`src/rtl/procyon_lsu_sq_launch.sv`:
```
// Store-queue retire launcher: round-robin pick of one retirable SQ entry per cycle, in-order update routing.
// Latency: retire pulse combinational, LSU launch registered (+1 cycle), update routing combinational.
// Backpressure: no launch while i_lsu_stall, i_flush or the in-flight tracker is full (full evaluated pre-pop).
// Optional: define PCYN_SQ_LAUNCH_PERF_CNT_EN to add saturating launch/relaunch performance counters.

`ifndef PCYN_OP_WIDTH
`define PCYN_OP_WIDTH 4
`endif

module procyon_lsu_sq_launch #(
    parameter int OPTN_SQ_DEPTH      = 8,
    parameter int OPTN_DATA_WIDTH    = 32,
    parameter int OPTN_ADDR_WIDTH    = 32,
    parameter int OPTN_ROB_IDX_WIDTH = 5,
    parameter int OPTN_MAX_INFLIGHT  = 4
) (
    input  logic                                          clk,
    input  logic                                          rst,
    input  logic                                          i_flush,
    input  logic [OPTN_SQ_DEPTH-1:0]                      i_sq_retirable,
    input  logic [OPTN_SQ_DEPTH*`PCYN_OP_WIDTH-1:0]       i_sq_op,
    input  logic [OPTN_SQ_DEPTH*OPTN_ROB_IDX_WIDTH-1:0]   i_sq_tag,
    input  logic [OPTN_SQ_DEPTH*OPTN_ADDR_WIDTH-1:0]      i_sq_addr,
    input  logic [OPTN_SQ_DEPTH*OPTN_DATA_WIDTH-1:0]      i_sq_data,
    output logic [OPTN_SQ_DEPTH-1:0]                      o_sq_retire_en,
    input  logic                                          i_lsu_stall,
    output logic                                          o_lsu_retire_en,
    output logic [`PCYN_OP_WIDTH-1:0]                     o_lsu_retire_op,
    output logic [OPTN_ROB_IDX_WIDTH-1:0]                 o_lsu_retire_tag,
    output logic [OPTN_ADDR_WIDTH-1:0]                    o_lsu_retire_addr,
    output logic [OPTN_DATA_WIDTH-1:0]                    o_lsu_retire_data,
    input  logic                                          i_lsu_update_en,
    input  logic                                          i_lsu_update_retry,
    input  logic                                          i_lsu_update_replay,
    input  logic                                          i_lsu_update_mhq_retry,
    input  logic                                          i_lsu_update_mhq_replay,
    output logic [OPTN_SQ_DEPTH-1:0]                      o_sq_update_en,
    output logic                                          o_sq_update_retry,
    output logic                                          o_sq_update_replay,
    output logic                                          o_sq_update_mhq_retry,
    output logic                                          o_sq_update_mhq_replay,
    output logic                                          o_inflight_full
`ifdef PCYN_SQ_LAUNCH_PERF_CNT_EN
    ,
    output logic [31:0]                                   o_perf_launch_cnt,
    output logic [31:0]                                   o_perf_relaunch_cnt
`endif
);

    localparam int IDX_W = $clog2(OPTN_SQ_DEPTH);
    localparam int PTR_W = (OPTN_MAX_INFLIGHT > 1) ? $clog2(OPTN_MAX_INFLIGHT) : 1;
    localparam int CNT_W = $clog2(OPTN_MAX_INFLIGHT + 1);
    localparam int OP_W  = `PCYN_OP_WIDTH;

    logic [IDX_W-1:0] r_rr_ptr;
    logic [IDX_W-1:0] w_sel;
    logic             w_launch;
    logic             w_pop;
    logic             w_empty;

    // In-flight tracker: ring of launched entry indices, oldest at r_head.
    logic [IDX_W-1:0] r_fifo [0:OPTN_MAX_INFLIGHT-1];
    logic [PTR_W-1:0] r_head;
    logic [PTR_W-1:0] r_tail;
    logic [CNT_W-1:0] r_count;

    function automatic logic [PTR_W-1:0] ptr_inc(input logic [PTR_W-1:0] p);
        return (p == PTR_W'(OPTN_MAX_INFLIGHT - 1)) ? '0 : p + 1'b1;
    endfunction

    assign o_inflight_full = (r_count == CNT_W'(OPTN_MAX_INFLIGHT));
    assign w_empty         = (r_count == '0);
    assign w_launch        = (|i_sq_retirable) & ~i_lsu_stall & ~o_inflight_full & ~i_flush;
    assign w_pop           = i_lsu_update_en & ~w_empty & ~i_flush;

    // Round-robin search: first retirable entry at or after r_rr_ptr, wrapping.
    always_comb begin : sel_blk
        logic             found;
        logic [IDX_W-1:0] idx;
        found = 1'b0;
        idx   = '0;
        w_sel = r_rr_ptr;
        for (int i = 0; i < OPTN_SQ_DEPTH; i++) begin
            idx = r_rr_ptr + IDX_W'(i);
            if (!found && i_sq_retirable[idx]) begin
                w_sel = idx;
                found = 1'b1;
            end
        end
    end

    // One-hot retire pulse to the selected entry, only in launch cycles.
    always_comb begin
        o_sq_retire_en = '0;
        if (w_launch) o_sq_retire_en[w_sel] = 1'b1;
    end

    // One-hot update enable to the oldest launched entry; flags are broadcast.
    always_comb begin
        o_sq_update_en = '0;
        if (w_pop) o_sq_update_en[r_fifo[r_head]] = 1'b1;
    end

    assign o_sq_update_retry      = i_lsu_update_retry;
    assign o_sq_update_replay     = i_lsu_update_replay;
    assign o_sq_update_mhq_retry  = i_lsu_update_mhq_retry;
    assign o_sq_update_mhq_replay = i_lsu_update_mhq_replay;

    // Round-robin pointer advances past the launched entry; flush leaves it alone.
    always_ff @(posedge clk) begin
        if (rst)           r_rr_ptr <= '0;
        else if (w_launch) r_rr_ptr <= w_sel + 1'b1;
    end

    // Tracker pointers/count; flush drops everything in flight.
    always_ff @(posedge clk) begin
        if (rst || i_flush) begin
            r_head  <= '0;
            r_tail  <= '0;
            r_count <= '0;
        end else begin
            if (w_launch) r_tail <= ptr_inc(r_tail);
            if (w_pop)    r_head <= ptr_inc(r_head);
            case ({w_launch, w_pop})
                2'b10:   r_count <= r_count + 1'b1;
                2'b01:   r_count <= r_count - 1'b1;
                default: r_count <= r_count;
            endcase
        end
    end

    // Tracker storage; slot contents are only meaningful below r_count.
    always_ff @(posedge clk) begin
        if (w_launch) r_fifo[r_tail] <= w_sel;
    end

    // Registered launch to the LSU, capturing the entry fields of the pulse cycle.
    always_ff @(posedge clk) begin
        if (rst) begin
            o_lsu_retire_en   <= 1'b0;
            o_lsu_retire_op   <= '0;
            o_lsu_retire_tag  <= '0;
            o_lsu_retire_addr <= '0;
            o_lsu_retire_data <= '0;
        end else begin
            o_lsu_retire_en <= w_launch;
            if (w_launch) begin
                o_lsu_retire_op   <= i_sq_op[w_sel*OP_W +: OP_W];
                o_lsu_retire_tag  <= i_sq_tag[w_sel*OPTN_ROB_IDX_WIDTH +: OPTN_ROB_IDX_WIDTH];
                o_lsu_retire_addr <= i_sq_addr[w_sel*OPTN_ADDR_WIDTH +: OPTN_ADDR_WIDTH];
                o_lsu_retire_data <= i_sq_data[w_sel*OPTN_DATA_WIDTH +: OPTN_DATA_WIDTH];
            end
        end
    end

`ifdef PCYN_SQ_LAUNCH_PERF_CNT_EN
    logic w_relaunch;
    assign w_relaunch = w_pop & (i_lsu_update_retry | i_lsu_update_replay |
                                 i_lsu_update_mhq_retry | i_lsu_update_mhq_replay);

    // Saturating performance counters; survive flush, cleared only by reset.
    always_ff @(posedge clk) begin
        if (rst) begin
            o_perf_launch_cnt   <= '0;
            o_perf_relaunch_cnt <= '0;
        end else begin
            if (w_launch && (o_perf_launch_cnt != '1))     o_perf_launch_cnt   <= o_perf_launch_cnt + 1'b1;
            if (w_relaunch && (o_perf_relaunch_cnt != '1)) o_perf_relaunch_cnt <= o_perf_relaunch_cnt + 1'b1;
        end
    end
`endif

endmodule

```
`config.mk`:
```
export PLATFORM = sky130hd
export DESIGN_NAME = procyon_lsu_sq_launch
export DESIGN_NICKNAME = d
export VERILOG_FILES = /design/src/rtl/procyon_lsu_sq_launch.sv
export SDC_FILE = /design/constraint.sdc
export NUM_CORES = 1
export LEC_CHECK = 0
export CAP_MARGIN = 20
export CELL_PAD_IN_SITES_DETAIL_PLACEMENT = 1
export CELL_PAD_IN_SITES_GLOBAL_PLACEMENT = 1
export CORE_AREA = 4 4 268 270
export CTS_CLUSTER_SIZE = 28
export DETAILED_ROUTE_END_ITERATION = 8
export DIE_AREA = 0 0 272 274
export PLACE_DENSITY = 0.68
export SLEW_MARGIN = 20
export SYNTH_ARGS = -nofsm -noshare
export SYNTH_HDL_FRONTEND = slang
export SYNTH_SLANG_ARGS = --single-unit
```
`constraint.sdc`:
```
create_clock -name clk -period 4.15 [get_ports clk]
set_input_delay 0.6225 -clock clk [delete_from_list [all_inputs] [get_ports clk]]
set_output_delay 0.6225 -clock clk [all_outputs]
set_load 0.01 [all_outputs]
```
* After elaboration in Yosys (flattened, before gate mapping)
Memories as Yosys holds them, arrays and structs flattened. A register that Yosys moved wholly into a read port is not among the register bits. Cells that the tools add are included.
Storage, ports and cells: bits in registers 84, memory bits (writable) 12, input bits 601, output and inout port bits 95, word-level logic and storage cells 116, memories 1
Memories:
- r_fifo | words 4, width 3, read ports 1, clocked after Yosys merged registers in 1, write ports 1, line 62 | logic [IDX_W-1:0] r_fifo [0:OPTN_MAX_INFLIGHT-1];
Cells by class: $add $sub $neg 12, multiply operators 1, $lt $le $gt $ge 12, equality and inequality tests 5, shift operators 4, mux-type cells 43, bitwise logic cells 9, reductions and logical operators 20
Operators with widths (number):
- indexed part select 256 x 9 -> 32 bit | 2
- < comparator 3 x 4 -> 1 bit (second input constant) | 10
- indexed part select 40 x 7 -> 5 bit | 1
- indexed part select 32 x 6 -> 4 bit | 1
- binary-select mux 1 bit (select 3 bit) | 8
- two-way mux 3 bit | 7
- two-way mux 1 bit | 19
- two-way mux 8 bit | 2
- adder 3 bit (second input constant) | 4
- adder 3 x 1 -> 3 bit (second input constant) | 3
- logical AND 1 bit | 9
- two-way mux 2 bit | 4
- OR reduction 8 bit | 1
- zero test 1 bit | 7
- adder 3 x 2 -> 3 bit (second input constant) | 2
- demux 1 bit (select 3 bit) | 2
- == test 2 bit (second input constant) | 3
- greater-or-equal comparator 3 x 1 -> 1 bit (second input constant) | 2
- multiplier 3 x 3 -> 6 bit (second input constant) | 1
- case mux 3 bit (2 select lines) | 1
- bitwise AND 1 bit | 5
- adder 2 x 1 -> 2 bit (second input constant) | 2
- inverter 1 bit | 4
- == test 3 bit (second input constant) | 1
- other kinds (5) | 5

* Logic depth before layout (Yosys ltp)
depth after elaboration 29, gate-level depth with buffers 17, gate-level depth less buffers 12

* Worst setup path before layout
No wires, ideal clock.
kind reg-to-output, start point reg r_rr_ptr[1], end point out o_sq_retire_en[1], arrival time 3341 ps, data required time 3527 ps, path slack 186 ps, cell stages (with the launch flop) 14, buffers on the path 4, path through dfxtp_1 -> buf_2 -> inv_1 -> ha_1 -> buf_4 -> mux2_1 -> mux4_2 -> o2bb2ai_2 -> nand3_1 -> o22ai_1 -> and4_1 -> buf_2 -> buf_2 -> and3_1
Between the ends: word-level cells in the longest chain between the ends 29, elaborated cells on any way between the ends 57, those cells by class add/sub: 7; order compare: 2; mux: 33; reduce/logical: 15
Ends and longest elaborated chain:
- from (decl) | line 55 | logic [IDX_W-1:0] r_rr_ptr;
- from (signal assigned) | line 112 | else if (w_launch) r_rr_ptr <= w_sel + 1'b1;
- parallel branches: the longest is 23 deep, another holds adder 3 x 1 -> 3 bit
- two-way mux 3 bit (*) | line 85 | if (!found && i_sq_retirable[idx]) begin
- < comparator 3 x 4 -> 1 bit (implied by the code) or greater-or-equal comparator 3 x 1 -> 1 bit (tied branches) | line 95 | if (w_launch) o_sq_retire_en[w_sel] = 1'b1;
- logical AND 1 bit (implied by the code) | line 95
- two-way mux 1 bit (implied by the code) | line 95
- demux 1 bit (select 3 bit) (*) | line 95
- two-way mux 8 bit (*) | line 95
- to (decl) | line 25 | output logic [OPTN_SQ_DEPTH-1:0] o_sq_retire_en,
Mark *: on every way between the ends. The select of a mux whose other input is x is not followed.

* Worst setup path in the final report
start point reg r_rr_ptr[1], end point out o_sq_retire_en[2]
The elaborated chain is that of the path after synthesis.

==> impl_metrics.tcl <==
set metrics [dict create \
    status "completed" \
    reg2reg_setup_slack_ps 170 \
    wire_per_inst_um 25.1 \
    drt_first_pass_iters 5 \
    die_w_um 272 \
    async_reset_ff_frac 0 \
    final_cell_area_sq_um 19600 \
    seq_area_frac_synth 0.203 \
    intPower_mw 5.67 \
    drt-total-wl_um 80400 \
    drv_slew 0 \
    utilization 0.282 \
    htreeDepth 3 \
    final.setup.tns_ps 0 \
    drcViolationCount 0 \
    cp.depth 14 \
    syn_avg_cell_area_sq_um 6.51 \
    fillers 8267 \
    ys.flop_type "dfxtp_1" \
    cp.required_ps 3530 \
    die_h_um 274 \
    grt_start_max_net_pins 92 \
    synthTopCellsByArea "nand3_1 29%, dfxtp_1 17%, o21ai_0 14%" \
    nNetsFinal 2869 \
    overflow 0 \
    ys_ff_latch 98 \
    hold_class "flip-flop to flip-flop" \
    synth_edf_count 12 \
    ys_warn_count 0 \
    p_clk_frac 0.077 \
    cts_tree "done" \
    crit_type "flip-flop to output pin" \
    syn_to_final_growth_pct 91.2 \
    min_from "o_lsu_retire_data[29]" \
    synth_top_area_cell "nand3_1" \
    drive_above_1_share 0.121 \
    max_slew.worst_pin.slew_ps 766 \
    setup_violations 0 \
    whs_endpoint "o_lsu_retire_data[29]" \
    switchingPower_mw 6.93 \
    drtAntennaViolNets 0 \
    num_rows 97 \
    grt_antenna_before_repair 18 \
    crit_fanout 5 \
    skew_ps 14.6 \
    cts.clk_slew.worst_paths_ps 90 \
    holdPathStages 2 \
    grt_pass1_wl_um 114000 \
    fin_cells 3210 \
    drt-vias-per-instance 4.94 \
    cts-root-buf "clkbuf_16" \
    core-area_sq_um 69500 \
    cts_hold_buf 0 \
    timing.rr.start "r_rr_ptr[1]" \
    clkSinkCount 98 \
    grt_pass1_vias 16600 \
    synth_cells 1578 \
    numPortBuffers 687 \
    fmax_ghz 0.245 \
    crit_slowest_cell "mux4_2" \
    place_area_sq_um 19000 \
    grt_usage 0.204 \
    min_period_over_period 0.984 \
    cp_num_buf_inv 6 \
    vias 15800 \
    slowest_delay_ps 530 \
    min_period_ps 4090 \
    gp_congestion 0.973 \
    met1_length_um 34000 \
    netlist_area_sq_um 10300 \
    rsz0062_at_grt "yes" \
    synth_top_area_frac 0.286 \
    dieArea_sq_um 74500 \
    worstSetupEndpointType "output pin" \
    syn_nets 2188 \
    worstRegToRegCells 18 \
    power_frac_comb 0.826 \
    p_seq_frac 0.098 \
    start_util 0.148 \
    yosysUniqueCellTypes 64 \
    dp.cells 3173 \
    crit_family "multiplexers" \
    p_leak_nw 6.84 \
    route.met2.wl_um 38400 \
    wl_met3_um 5960 \
    maxCapViolCount 0 \
    swShare 0.550 \
    hold_viol_final 0 \
    numCtsBuffers 9 \
    path_cells "inv_2 > ha_4 > clkbuf_16 > mux2_4 > mux4_2 > buf_6 > o2bb2ai_4 > buf_6 > o311ai_4 > a21oi_2 > buf_4 > o211a_4 > and3_4 > buf_6" \
    timing.rr.end "o_lsu_retire_data[5]" \
    top_layer_used "met5" \
    clockBufferDepth 2 \
    insertion_delay_ps 390 \
    ir_worst_vdd_v 0.000403 \
    cpMostUsedCell "buf_6" \
    hpwl_um 62600 \
    arrival_ps 3460 \
    startpoint_type "flip-flop" \
    ios 696 \
    first_iter_violations 1152 \
    p_per_area_nw_per_um2 642 \
    slew_headroom 0.485 \
]
-- worst max-delay path by stage --
stage                     slack, ps                end              start
after floorplan                 190  o_sq_retire_en[1]        r_rr_ptr[1]
after global placement         -320  o_sq_retire_en[3]  i_sq_retirable[5]
after detailed placement       -400  o_sq_retire_en[3]  i_sq_retirable[5]
after CTS                       -70  o_sq_retire_en[4]  i_sq_retirable[4]
after global routing            -60  o_sq_retire_en[4]        r_rr_ptr[1]
final                            60  o_sq_retire_en[2]        r_rr_ptr[1]
-- Yosys cell counts (all sizes together), types with 2 or more instances --
master / number
nor3b: 3
or3: 2
and3: 9
o21ai: 298
xor2: 2
nand2: 17
xnor2: 4
nand3: 589
o22ai: 4
nor4: 3
ha: 8
nor2: 93
a211oi: 2
mux2: 6
nor3: 76
and2: 5
mux2i: 14
a22oi: 3
dfxtp: 86
o211ai: 2
edfxtp: 12
a21oi: 12
nand2b: 6
clkbuf: 92
mux4: 15
inv: 8
a41oi: 73
buf: 107
or2: 5
o31ai: 2
-- tightest hold or removal path: cells and delay by family (launching register included) --
family           cells  cell delay, ps
flip-flops           1             320
AND/OR/NAND/NOR      2             140
-- power groups by stage --
| stage | sequential (mW) | combinational, mW | clock (mW) |
|---|---|---|---|
| floorplan | 1.28 | 5.60 | 0 |
| global placement | 1.24 | 9.92 | 0 |
| detailed placement | 1.25 | 10.1 | 0 |
| CTS | 1.23 | 10.2 | 1.05 |
| global route | 1.25 | 11.3 | 1.07 |
| finish | 1.23 | 10.4 | 0.968 |
-- registers in the layout (all words and copies together), names as in the netlist, named ones only --
signal / flops
r_fifo: 12
r_rr_ptr: 3
r_tail: 2
o_lsu_retire_tag: 5
o_lsu_retire_en: 1
o_lsu_retire_data: 32
o_lsu_retire_op: 4
r_head: 2
o_lsu_retire_addr: 32
r_count: 3
-- layer usage --
layer,GRT usage,up-vias
met5,0,-
met4,0.0543,18
met3,0.0533,105
met2,0.341,687
met1,0.260,7742
li1,-,7294
-- per-stage QoR --
stage | total power, mW | hold slack (ps) | worst slack, ps
finish | 12.6 | 501 | 64.8
global route | 13.6 | 529 | -55.4
CTS | 12.5 | 505 | -74.0
detailed placement | 11.3 | 491 | -399
global placement | 11.2 | 477 | -319
floorplan | 6.87 | 466 | 186
-- cells by family after synthesis --
kind of cell / Yosys count / share of synthesized area
and+or+nand+nor: 813 / 0.390
AOI/OAI and AO/OA: 410 / 0.239
buffers and inverters: 207 / 0.0982
DFF: 98 / 0.203
muxes: 35 / 0.0531
adders and majority gates: 9 / 0.0117
xor gates and xnor gates: 6 / 0.00512
-- final cells by class --
cell class	count	area (sq um)	share of cell area
Sequential cell	98	2080	0.106
Tap cell	940	1180	0.0599
Antenna cell	6	15.0	0.000764
Inverter	8	32.5	0.00166
Multi-Input combinational cell	1273	7410	0.377
Clock buffer	9	225	0.0115
Timing Repair Buffer	869	8620	0.439
Clock inverter	7	78.8	0.00401
-- placed cells by master (no fill, tap or decap), types with 4 or more instances in the layout --
cell type / n
ha_1: 7
clkbuf_16: 10
a41oi_1: 70
mux4_2: 15
dfxtp_1: 84
a21oi_1: 8
buf_4: 144
o21ai_1: 16
and2_1: 5
nor3_1: 74
nand2_1: 17
buf_6: 12
or2_2: 4
a21oi_2: 4
xnor2_1: 4
o21ai_0: 281
dlygate4sd2_1: 4
mux2i_1: 12
nor2_1: 92
nand2b_1: 5
and3_1: 7
inv_1: 4
diode_2: 6
edfxtp_1: 12
nand3_1: 586
clkdlybuf4s50_1: 672
buf_12: 28
-- timing repair --
action / in CTS / in global routing
buffers inserted: 9 / 9
setup endpoints to repair: 20 / 80
pin swaps: 4 / 12
resized for setup: 35 / 47
gates cloned: 0 / 1
Note: power is estimated with default switching activity, not from simulation.
